===== config.mk =====
export PLATFORM = sky130hd
export DESIGN_NAME = param_updown_counter
export DESIGN_NICKNAME = d
export VERILOG_FILES = /design/src/rtl/param_updown_counter_pkg.sv /design/src/rtl/param_updown_counter_prescaler.sv /design/src/rtl/param_updown_counter.sv
export SDC_FILE = /design/constraint.sdc
export NUM_CORES = 1
export LEC_CHECK = 0
export ABC_AREA = 1
export CAP_MARGIN = 0
export CORE_MARGIN = 3
export CORE_UTILIZATION = 57
export CTS_CLUSTER_DIAMETER = 200
export DETAILED_ROUTE_END_ITERATION = 8
export PLACE_DENSITY = 0.84
export SLEW_MARGIN = 20
export SYNTH_ARGS = -nofsm -noshare
export SYNTH_HDL_FRONTEND = slang
export SYNTH_HIERARCHICAL = 1
export SYNTH_SLANG_ARGS = --single-unit

===== constraint.sdc =====
create_clock -name clk -period 5.3 [get_ports clk]
set_input_delay 0.53 -clock clk [delete_from_list [all_inputs] [get_ports clk]]
set_output_delay 0.53 -clock clk [all_outputs]
set_load 0.02 [all_outputs]

===== src/rtl/param_updown_counter_pkg.sv =====
// Shared constants for the parameterised up/down counter.
package param_updown_counter_pkg;

  localparam int unsigned DEFAULT_WIDTH   = 8;
  localparam int unsigned DEFAULT_PRESC_W = 4;

  localparam logic MODE_WRAP = 1'b0;
  localparam logic MODE_SAT  = 1'b1;

endpackage


===== src/rtl/param_updown_counter_prescaler.sv =====
// Enabled-cycle prescaler: pulses tick once every presc+1 running cycles.
module cnt_prescaler #(
  parameter int unsigned PRESC_W = 4
) (
  input  logic               clk,
  input  logic               rst_n,
  input  logic               ena,
  input  logic               run,
  input  logic [PRESC_W-1:0] presc,
  output logic               tick
);

  logic [PRESC_W-1:0] cnt;
  logic [PRESC_W-1:0] cnt_nxt;

  // Tick on the terminal phase; only meaningful while globally enabled and running.
  assign tick = ena && run && (cnt == presc);

  // Next phase: cleared when not running or after the terminal phase.
  always_comb begin
    cnt_nxt = cnt;
    if (!run) begin
      cnt_nxt = '0;
    end else if (cnt == presc) begin
      cnt_nxt = '0;
    end else begin
      cnt_nxt = cnt + PRESC_W'(1);
    end
  end

  // Phase register; frozen while ena is low.
  always_ff @(posedge clk or negedge rst_n) begin
    if (!rst_n) begin
      cnt <= '0;
    end else if (ena) begin
      cnt <= cnt_nxt;
    end
  end

endmodule


===== src/rtl/param_updown_counter.sv =====
// Up/down counter with inclusive limit, wrap/saturate boundary modes,
// prescaled ticks, terminal-count pulse and sticky boundary flag.
module param_updown_counter
  import param_updown_counter_pkg::*;
#(
  parameter int unsigned WIDTH   = DEFAULT_WIDTH,
  parameter int unsigned PRESC_W = DEFAULT_PRESC_W
) (
  input  logic               clk,
  input  logic               rst_n,
  input  logic               ena,
  input  logic               en,
  input  logic               up,
  input  logic               mode,
  input  logic               load,
  input  logic [WIDTH-1:0]   load_val,
  input  logic [WIDTH-1:0]   limit,
  input  logic [PRESC_W-1:0] presc,
  input  logic               clr_flag,
  output logic [WIDTH-1:0]   count,
  output logic               tc,
  output logic               ovf_sticky,
  output logic               at_zero,
  output logic               at_limit
);

  logic             run;
  logic             tick;
  logic             evt;
  logic [WIDTH-1:0] count_nxt;
  logic             tc_nxt;
  logic             ovf_nxt;

  // A load restarts the prescaler phase just like dropping en.
  assign run = en & ~load;

  cnt_prescaler #(
    .PRESC_W (PRESC_W)
  ) u_presc (
    .clk   (clk),
    .rst_n (rst_n),
    .ena   (ena),
    .run   (run),
    .presc (presc),
    .tick  (tick)
  );

  // Next count and boundary-event detection; load outranks tick.
  always_comb begin
    count_nxt = count;
    evt       = 1'b0;
    if (load) begin
      count_nxt = (load_val > limit) ? limit : load_val;
    end else if (tick) begin
      if (up) begin
        if (count < limit) begin
          count_nxt = count + WIDTH'(1);
        end else begin
          evt       = 1'b1;
          count_nxt = (mode == MODE_SAT) ? limit : '0;
        end
      end else begin
        if (count == '0) begin
          evt       = 1'b1;
          count_nxt = (mode == MODE_SAT) ? '0 : limit;
        end else if (count > limit) begin
          count_nxt = limit;
        end else begin
          count_nxt = count - WIDTH'(1);
        end
      end
    end
    tc_nxt  = evt;
    ovf_nxt = evt | (ovf_sticky & ~clr_flag);
  end

  // Output registers; everything holds while ena is low.
  always_ff @(posedge clk or negedge rst_n) begin
    if (!rst_n) begin
      count      <= '0;
      tc         <= 1'b0;
      ovf_sticky <= 1'b0;
    end else if (ena) begin
      count      <= count_nxt;
      tc         <= tc_nxt;
      ovf_sticky <= ovf_nxt;
    end
  end

  // Status decodes of the registered count.
  assign at_zero  = (count == '0);
  assign at_limit = (count >= limit);

endmodule


After elaboration in Yosys (flattened, before gate mapping)
Cells that the tools add are included.
{"block": "op_classes", "eq_ne": 1, "reduce_logical": 5, "bitwise": 5, "order_cmp": 4, "muxes": 16, "addsub": 3}
{"operator": "8-bit two-way mux", "n": 9}
{"operator": "8-bit > comparator", "n": 2}
{"operator": "8-bit by 1-bit adder with 8-bit output (second input constant)", "n": 1}
{"operator": "8-bit greater-or-equal comparator", "n": 1}
{"operator": "8-bit zero test", "n": 1}
{"operator": "8-bit less-than comparator", "n": 1}
{"operator": "4-bit two-way mux", "n": 2}
{"operator": "8-bit by 1-bit subtractor with 8-bit output (second input constant)", "n": 1}
{"operator": "1-bit two-way mux", "n": 5}
{"operator": "4-bit by 1-bit adder with 4-bit output (second input constant)", "n": 1}
{"operator": "4-bit == test", "n": 1}
{"operator": "1-bit bitwise AND", "n": 2}
{"operator": "1-bit logical AND", "n": 2}
{"operator": "1-bit inverter", "n": 2}
{"operator": "2-bit AND reduction", "n": 1}
{"operator": "2-bit nonzero test", "n": 1}
{"operator": "1-bit bitwise OR", "n": 1}
{"block": "totals", "word_cells": 38, "output_inout_bits": 12, "register_bits": 14}

Logic depth before layout (Yosys ltp)
Gate-level depths: netlist of run 1.
{"block": "logic_depth", "ltp_word": 7, "mapped_depth": 16, "mapped_depth_nobuf": 16}

Hierarchy
Netlist of run 1, hierarchy kept.
{"mod": "param_updown_counter", "instances": 1, "seq_area_each_um2": 250.2, "cells_per_inst": 272, "area_per_inst_um2": 1675.4}
{"mod": "cnt_prescaler", "instances": 1, "seq_area_each_um2": 100.1, "cells_per_inst": 50, "area_per_inst_um2": 300.3}

Worst setup path after synthesis of run 1
No wires, ideal clock.
{"block": "synth_path", "path_type": "input-to-output", "startpoint": "in limit[7]", "endpoint": "out at_limit", "arrival_ps": 1498, "stages": 7, "setup_slack_ps": 3272, "path_buffers": 0, "required_ps": 4770, "cell_sequence": "inv_1 -> ha_1 -> a21o_1 -> nor2_2 -> nand2_2 -> inv_1 -> nand2_1"}
{"block": "synth_between", "elab_chain_len": 1}
{"element": "start, declared", "line_no": "param_updown_counter.sv:17", "source": "input logic [WIDTH-1:0] limit,"}
{"element": "8-bit greater-or-equal comparator", "line_no": "param_updown_counter.sv:92", "source": "assign at_limit = (count >= limit);"}
{"element": "end, declared", "line_no": "param_updown_counter.sv:24", "source": "output logic at_limit"}
Every way passes these cells.

Worst setup path in the final report of run 1
Same ends and word-level chain as after synthesis.

==> qor.txt, run 1 <==
status - finished clean
first-pass iteration count of the detailed router - 5
WP data arrival - 2.86 ns
Reg area - 350.3 µm²
Synth Flop Type - dfrtp_1
Multi-input gate area - 1410 µm²
Initial Utilization - 62.17%
CP startpoint - limit[7]
Reg-to-Reg Start - count[3]
Slowest-stage cell, CP - clkdlybuf4s50_1
die width - 64.88 µm
Distinct cells, synth - 30
Post-CTS Hold Fix Bufs - 0
DRC - 0
Layout area overhead - 22.48%
chip height - 64.88 µm
post-synth top area share - 19.76%
Synth Register Bits - 14
CTS Buffer Depth - 2
DRT iter0 DRCs - 140
PostCTS Resize Cnt - 0
EDFF count, synth - 0
vias in the first global route - 1977
Final Max Slew Viols - 0
Synthesized Nets - 370
YS warnings - 6
sequential area share after synthesis - 17.73%
Via density - 5.265
Root Buffer - clkbuf_4
crit end category - output pin
nets@finish - 410
skew final - 0.002815 ns
layout cell share with drive strength beyond 1 - 8.889%
cells on worst reg2reg path - 14
DR WL/cell - 13.13 µm
worst path required time - 4.77 ns
HPWL Detailed - 4.254 mm
WS Path Type - input port to output pin
fin crit share - 64.03%
RSZ-0062 raised after global routing - false
Hold WC Path Type - register to register
GPL Wtd Cong - 0.9055
final setup vio count - 0
Fill cells - 284
Max Fclk - 294.7 MHz
first-pass GRT wire length - 9.066 mm
Slew headroom - 58.13%
syn_area_per_cell - 6.136 µm²
startpoint types - input port
Min Hold Slack - 0.4799 ns
Post-synth ARST share - 100.0%
Hold Path Origin - ovf_sticky
max-cap violations - 0
GRT Residual Overflow - 0
port bufs - 39
DR vias - 2127
hold path cells - 2
Peak VDD IR - 0.1995 mV
setup bufs post-CTS - 0
top cells by count, synth - 104 x nand2_1, 43 x inv_1, 39 x nand3_1
Ports - 40
Final Cell Area - 2420 µm²
Final ANT Viol Nets - 0
largest net degree at the start of global routing - 15
leak pwr - 1.318 nW
FP Rows - 20
Total Routed Length - 5.306 mm
CTS tree - yes
dpl cell area - 2397 µm²
core area - 3178 µm²
pwr dens - 231.7 nW/µm²
Die Footprint - 4209 µm²
clock slew at reported path FFs - 0.07 ns
initial antenna violation count - 0
most used cell, CP - nand2_1
CP Cell Sequence - clkdlybuf4s50_1 > inv_1 > ha_1 > nand2_1 > nor2_1 > nand2_1 > nand2_2 > inv_1 > nand2_1 > clkdlybuf4s50_1
Cells after Synth - 322
Setup TNS Final - 0 ns
Antenna diodes - 0
minimum clock period - 3.394 ns
worst slew pin tran - 0.6261 ns
Clock Sinks - 14
Worst path max stage delay - 0.61 ns
CP Max Fanout - 14
GRT Resource Usage Total - 27.07%
clock latency on the worst-skew pair - 0.28 ns
final hold vios - 0
Mapped Area - 1976 µm²
top post-synthesis cells by area - nand2_1 20%, dfrtp_1 18%, ha_1 13%
count leader, synth - nand2_1
level count of the clock H-tree - 1
Yosys top cell by area - nand2_1
CTS Buf Count - 3
-- flip-flops by register name, indices dropped and copies added (netlist names) --
name	flops
ovf_sticky	1
u_presc/cnt	4
tc	1
count	8
-- worst max-delay path: cells and delay by family --
kind | cells | cell delay, ns
fa+ha+maj | 1 | 0.30
buf+inv | 4 | 1.33
simple gates | 5 | 0.71
-- stage by stage --
step	power (mW)	std cells	worst slack, ns	util (%)
finish	0.5606	404	1.906	76.14
global route	0.6109	404	1.714	76.14
CTS	0.5578	404	1.928	76.14
detailed placement	0.4975	401	1.931	75.43
global placement	0.4929	401	2.002	75.43
floorplan	0.3895	322	3.272	-
-- cells in the final DEF (no fill, tap or decap) --
| master | Yosys | routed |
|---|---|---|
| nand2_1 | 104 | 104 |
| inv_1 | 43 | 43 |
| nand3_1 | 39 | 39 |
| clkdlybuf4s50_1 | 0 | 39 |
| nor2_1 | 25 | 25 |
| ha_1 | 20 | 20 |
| a21oi_1 | 18 | 18 |
| dfrtp_1 | 14 | 14 |
| xor2_1 | 8 | 8 |
| inv_2 | 6 | 6 |
| o21ai_1 | 6 | 6 |
| nand2_2 | 5 | 5 |
| nand3_2 | 4 | 4 |
| nand4_1 | 4 | 4 |
| nor2_2 | 3 | 3 |
| a21oi_2 | 3 | 3 |
| clkbuf_4 | 0 | 3 |
| nor2_4 | 2 | 2 |
| nand4_2 | 2 | 2 |
| o21bai_1 | 2 | 2 |
| xnor2_1 | 2 | 2 |
| a21o_1 | 1 | 1 |
| nor2_8 | 1 | 1 |
| nand2_4 | 1 | 1 |
| o21a_1 | 1 | 1 |
| nor3_1 | 1 | 1 |
| nand3b_1 | 1 | 1 |
| nor3_2 | 1 | 1 |
| buf_4 | 1 | 1 |
-- metal layers --
layer | wire length [µm] | vias to the layer above | GRT usage, %
li1 | - | 1108 | -
met1 | 2478 | 930 | 38.58
met2 | 2360 | 77 | 42.27
met3 | 375 | 12 | 5.026
met4 | 92 | 0 | 5.805
met5 | 0 | - | 0
-- cell type report --
| class | instances | area share, % |
|---|---|---|
| inverters | 49 | 7.601 |
| clock buffers | 3 | 0.9307 |
| flip-flops and latches | 14 | 14.48 |
| multi-input cells | 254 | 58.27 |
| well taps | 44 | 2.275 |
| repair buffers | 40 | 16.44 |
-- cell families after synthesis --
group                    count (synthesis)  share of synthesized area, %
AO/OA/AOI/OAI                           31                         8.930
XOR/XNOR                                10                         4.433
adder cells (fa/ha/maj)                 20                         12.67
buffers and inverters                   54                         10.89
flip-flops                              14                         17.73
AND/OR/NAND/NOR                        193                         45.34
-- worst paths after layout --
check / slack (ns) / to
worst max-delay path: 1.91 / at_limit
worst min-delay path: 0.48 / ovf_sticky
worst max register to register: 3.14 / count[0]
worst min register to register: 0.48 / ovf_sticky
max in group asynchronous: 4.26 / count[0]
min in group asynchronous: 0.64 / count[7]
-- report_power, final --
part / switching (mW) / internal [mW] / leakage [nW]
registers: 0.0346 / 0.121 / 0.174
clock network: 0.0312 / 0.0264 / 0.0138
logic: 0.207 / 0.140 / 1.13
Note: power is estimated with default switching activity, not from simulation.
==> run 2: changes to the inputs <==
Settings changed: CORE_UTILIZATION 57 to 47, PLACE_DENSITY 0.84 to 0.74.
Clock period 5.3 ns to 2.7 ns, I/O delays scaled along.
==> qor.txt, run 2 (synthesized netlist as in run 1, its figures left out) <==
HPWL Detailed - 4.659 mm (was 4.254 mm)
max-cap violations - 0 (unchanged)
WS Path Type - input port to output pin (unchanged)
setup bufs post-CTS - 0 (unchanged)
Largest register FFs - 8 (unchanged)
nets@finish - 420 (was 410)
Pint - 674.3 µW (was 287.7 µW)
skew final - 0.001410 ns (was 0.002815 ns)
Biggest register - count (unchanged)
chip height - 70.84 µm (was 64.88 µm)
clock latency on the worst-skew pair - 0.25 ns (was 0.28 ns)
largest net degree at the start of global routing - 15 (unchanged)
CTS tree - yes (unchanged)
startpoint types - input port (unchanged)
FP Rows - 22 (was 20)
Root Buffer - clkbuf_8 (was clkbuf_4)
Antenna diodes - 0 (unchanged)
initial antenna violation count - 0 (unchanged)
PostCTS Resize Cnt - 0 (unchanged)
DR WL/cell - 13.32 µm (was 13.13 µm)
RSZ-0062 raised after global routing - false (unchanged)
Logic pwr share - 60.7% (was 62.0%)
CTS Buf Count - 3 (unchanged)
CTS Buffer Depth - 2 (unchanged)
Initial Utilization - 51.27% (was 62.17%)
final hold vios - 0 (unchanged)
most common cell after layout, fill and taps aside - nand2_1 (unchanged)
WP data arrival - 2.01 ns (was 2.86 ns)
worst path required time - 2.43 ns (was 4.77 ns)
first-pass GRT wire length - 9.225 mm (was 9.066 mm)
vias in the first global route - 2009 (was 1977)
most frequent cells in the layout - 104 x nand2_1, 43 x inv_1, 39 x nand3_1 (was 104 x nand2_1, 43 x inv_1, 39 x nand3_1, 39 x clkdlybuf4s50_1, 25 x nor2_1)
CP Max Fanout - 4 (was 14)
number of non-filler instances in the completed layout - 419 (was 404)
clock slew at reported path FFs - 0.06 ns (was 0.07 ns)
core area - 3854 µm² (was 3178 µm²)
Hold WC Path Type - input port to async pin (was register to register)
GRT Residual Overflow - 0 (unchanged)
Setup TNS Final - 0 ns (unchanged)
minimum clock period - 2.278 ns
fin worst setup slack - 0.4217 ns (was 1.906 ns)
Net Switching - 561.9 µW (was 272.9 µW)
worst slew pin tran - 0.6755 ns (was 0.6261 ns)
port bufs - 39 (unchanged)
Post-CTS Hold Fix Bufs - 0 (unchanged)
final setup vio count - 0 (unchanged)
GPL Wtd Cong - 0.9879 (was 0.9055)
leak pwr - 1.392 nW (was 1.318 nW)
status - finished clean (unchanged)
layout cell share with drive strength beyond 1 - 11.59% (was 8.889%)
sequential share of power - 22.1% (was 27.7%)
Placed Cells - 415 (was 401)
sw frac - 45.46% (was 48.68%)
Die Footprint - 5018 µm² (was 4209 µm²)
DRC - 0 (unchanged)
fin crit share - 84.38%
DR vias - 2152 (was 2127)
Final ANT Viol Nets - 0 (unchanged)
crit end category - output pin (unchanged)
Final Max Slew Viols - 0 (unchanged)
Layout area overhead - 28.31% (was 22.48%)
Clock Sinks - 14 (unchanged)
Peak VDD IR - 0.3184 mV (was 0.1995 mV)
first-pass iteration count of the detailed router - 4 (was 5)
Total Routed Length - 5.583 mm (was 5.306 mm)
pwr dens - 487.7 nW/µm² (was 231.7 nW/µm²)
Ports - 40 (unchanged)
level count of the clock H-tree - 1 (unchanged)
die width - 70.84 µm (was 64.88 µm)
Max Fclk - 438.9 MHz
Clk pwr share - 17.2% (was 10.3%)
Top Registers - count: 8 flops, u_presc/cnt: 4 flops (unchanged)
Via density - 5.136 (was 5.265)
DRT iter0 DRCs - 128 (was 140)
GRT Resource Usage Total - 22.77% (was 27.07%)
setup slack at placement - 0.07229 ns (was 1.931 ns)
Slew headroom - 54.83% (was 58.13%)
[run 2: changes by cell type in the layout (fill, tap and decap cells not counted)]
cell,delta
buf_4,+10
clkbuf_8,+4
clkbuf_4,-3
clkdlybuf4s50_1,-1
dlymetal6s2s_1,+1
[run 2: through the flow]
stage | hold slack, ns | area, µm² | utilization (%) | total power, mW
floorplan | -0.02559 | 1976 | - | 0.7646
global placement | 0.4728 | 2477 | 64.29 | 1.018
detailed placement | 0.4647 | 2477 | 64.29 | 1.024
CTS | 0.4557 | 2532 | 65.71 | 1.244
global route | 0.4817 | 2535 | 65.78 | 1.340
finish | 0.4275 | 2535 | 65.78 | 1.236
[run 2: path summary, 6_finish.rpt]
kind | from | endpoint | slack, ns | cells after the start
setup / recovery | limit[1] | at_limit | 0.42 | 12
hold / removal | rst_n | count[6] | 0.43 | 1
setup reg to reg | count[1] | count[3] | 0.64 | 14
hold reg to reg | ovf_sticky | ovf_sticky | 0.48 | 2
max in group asynchronous | rst_n | count[3] | 1.84 | 1
min in group clk | ovf_sticky | ovf_sticky | 0.48 | 2
[run 2: per-layer routing]
layer | global-route usage [%] | vias up | routed length, µm
met5 | 0 | - | 0
met4 | 5.637 | 0 | 56
met3 | 3.409 | 4 | 225
met2 | 39.03 | 48 | 2706
met1 | 29.96 | 971 | 2595
li1 | - | 1129 | -
[run 2: cell type report]
cell class / count / area (µm²)
Sequential cell: 14 / 350.3
Timing Repair Buffer: 50 / 475.5
Multi-Input combinational cell: 254 / 1410
Tap cell: 48 / 60.06
Inverter: 49 / 183.9
Fill cell: 386 / 1319
Clock buffer: 4 / 55.05
[run 2: power groups by stage]
stage	registers [mW]	clock network (mW)	logic (mW)
floorplan	0.310	0	0.454
global placement	0.277	0	0.741
detailed placement	0.277	0	0.747
CTS	0.273	0.219	0.752
global route	0.278	0.226	0.836
finish	0.273	0.213	0.750
[run 2: critical path, stage by stage]
cell	delay, ns
clkdlybuf4s50_1	0.53
inv_1	0.09
ha_1	0.32
nand2_1	0.07
nand2_1	0.05
nand2_1	0.06
nand2_1	0.06
nand2_1	0.12
nand2_2	0.07
inv_1	0.09
nand2_1	0.06
dlymetal6s2s_1	0.20
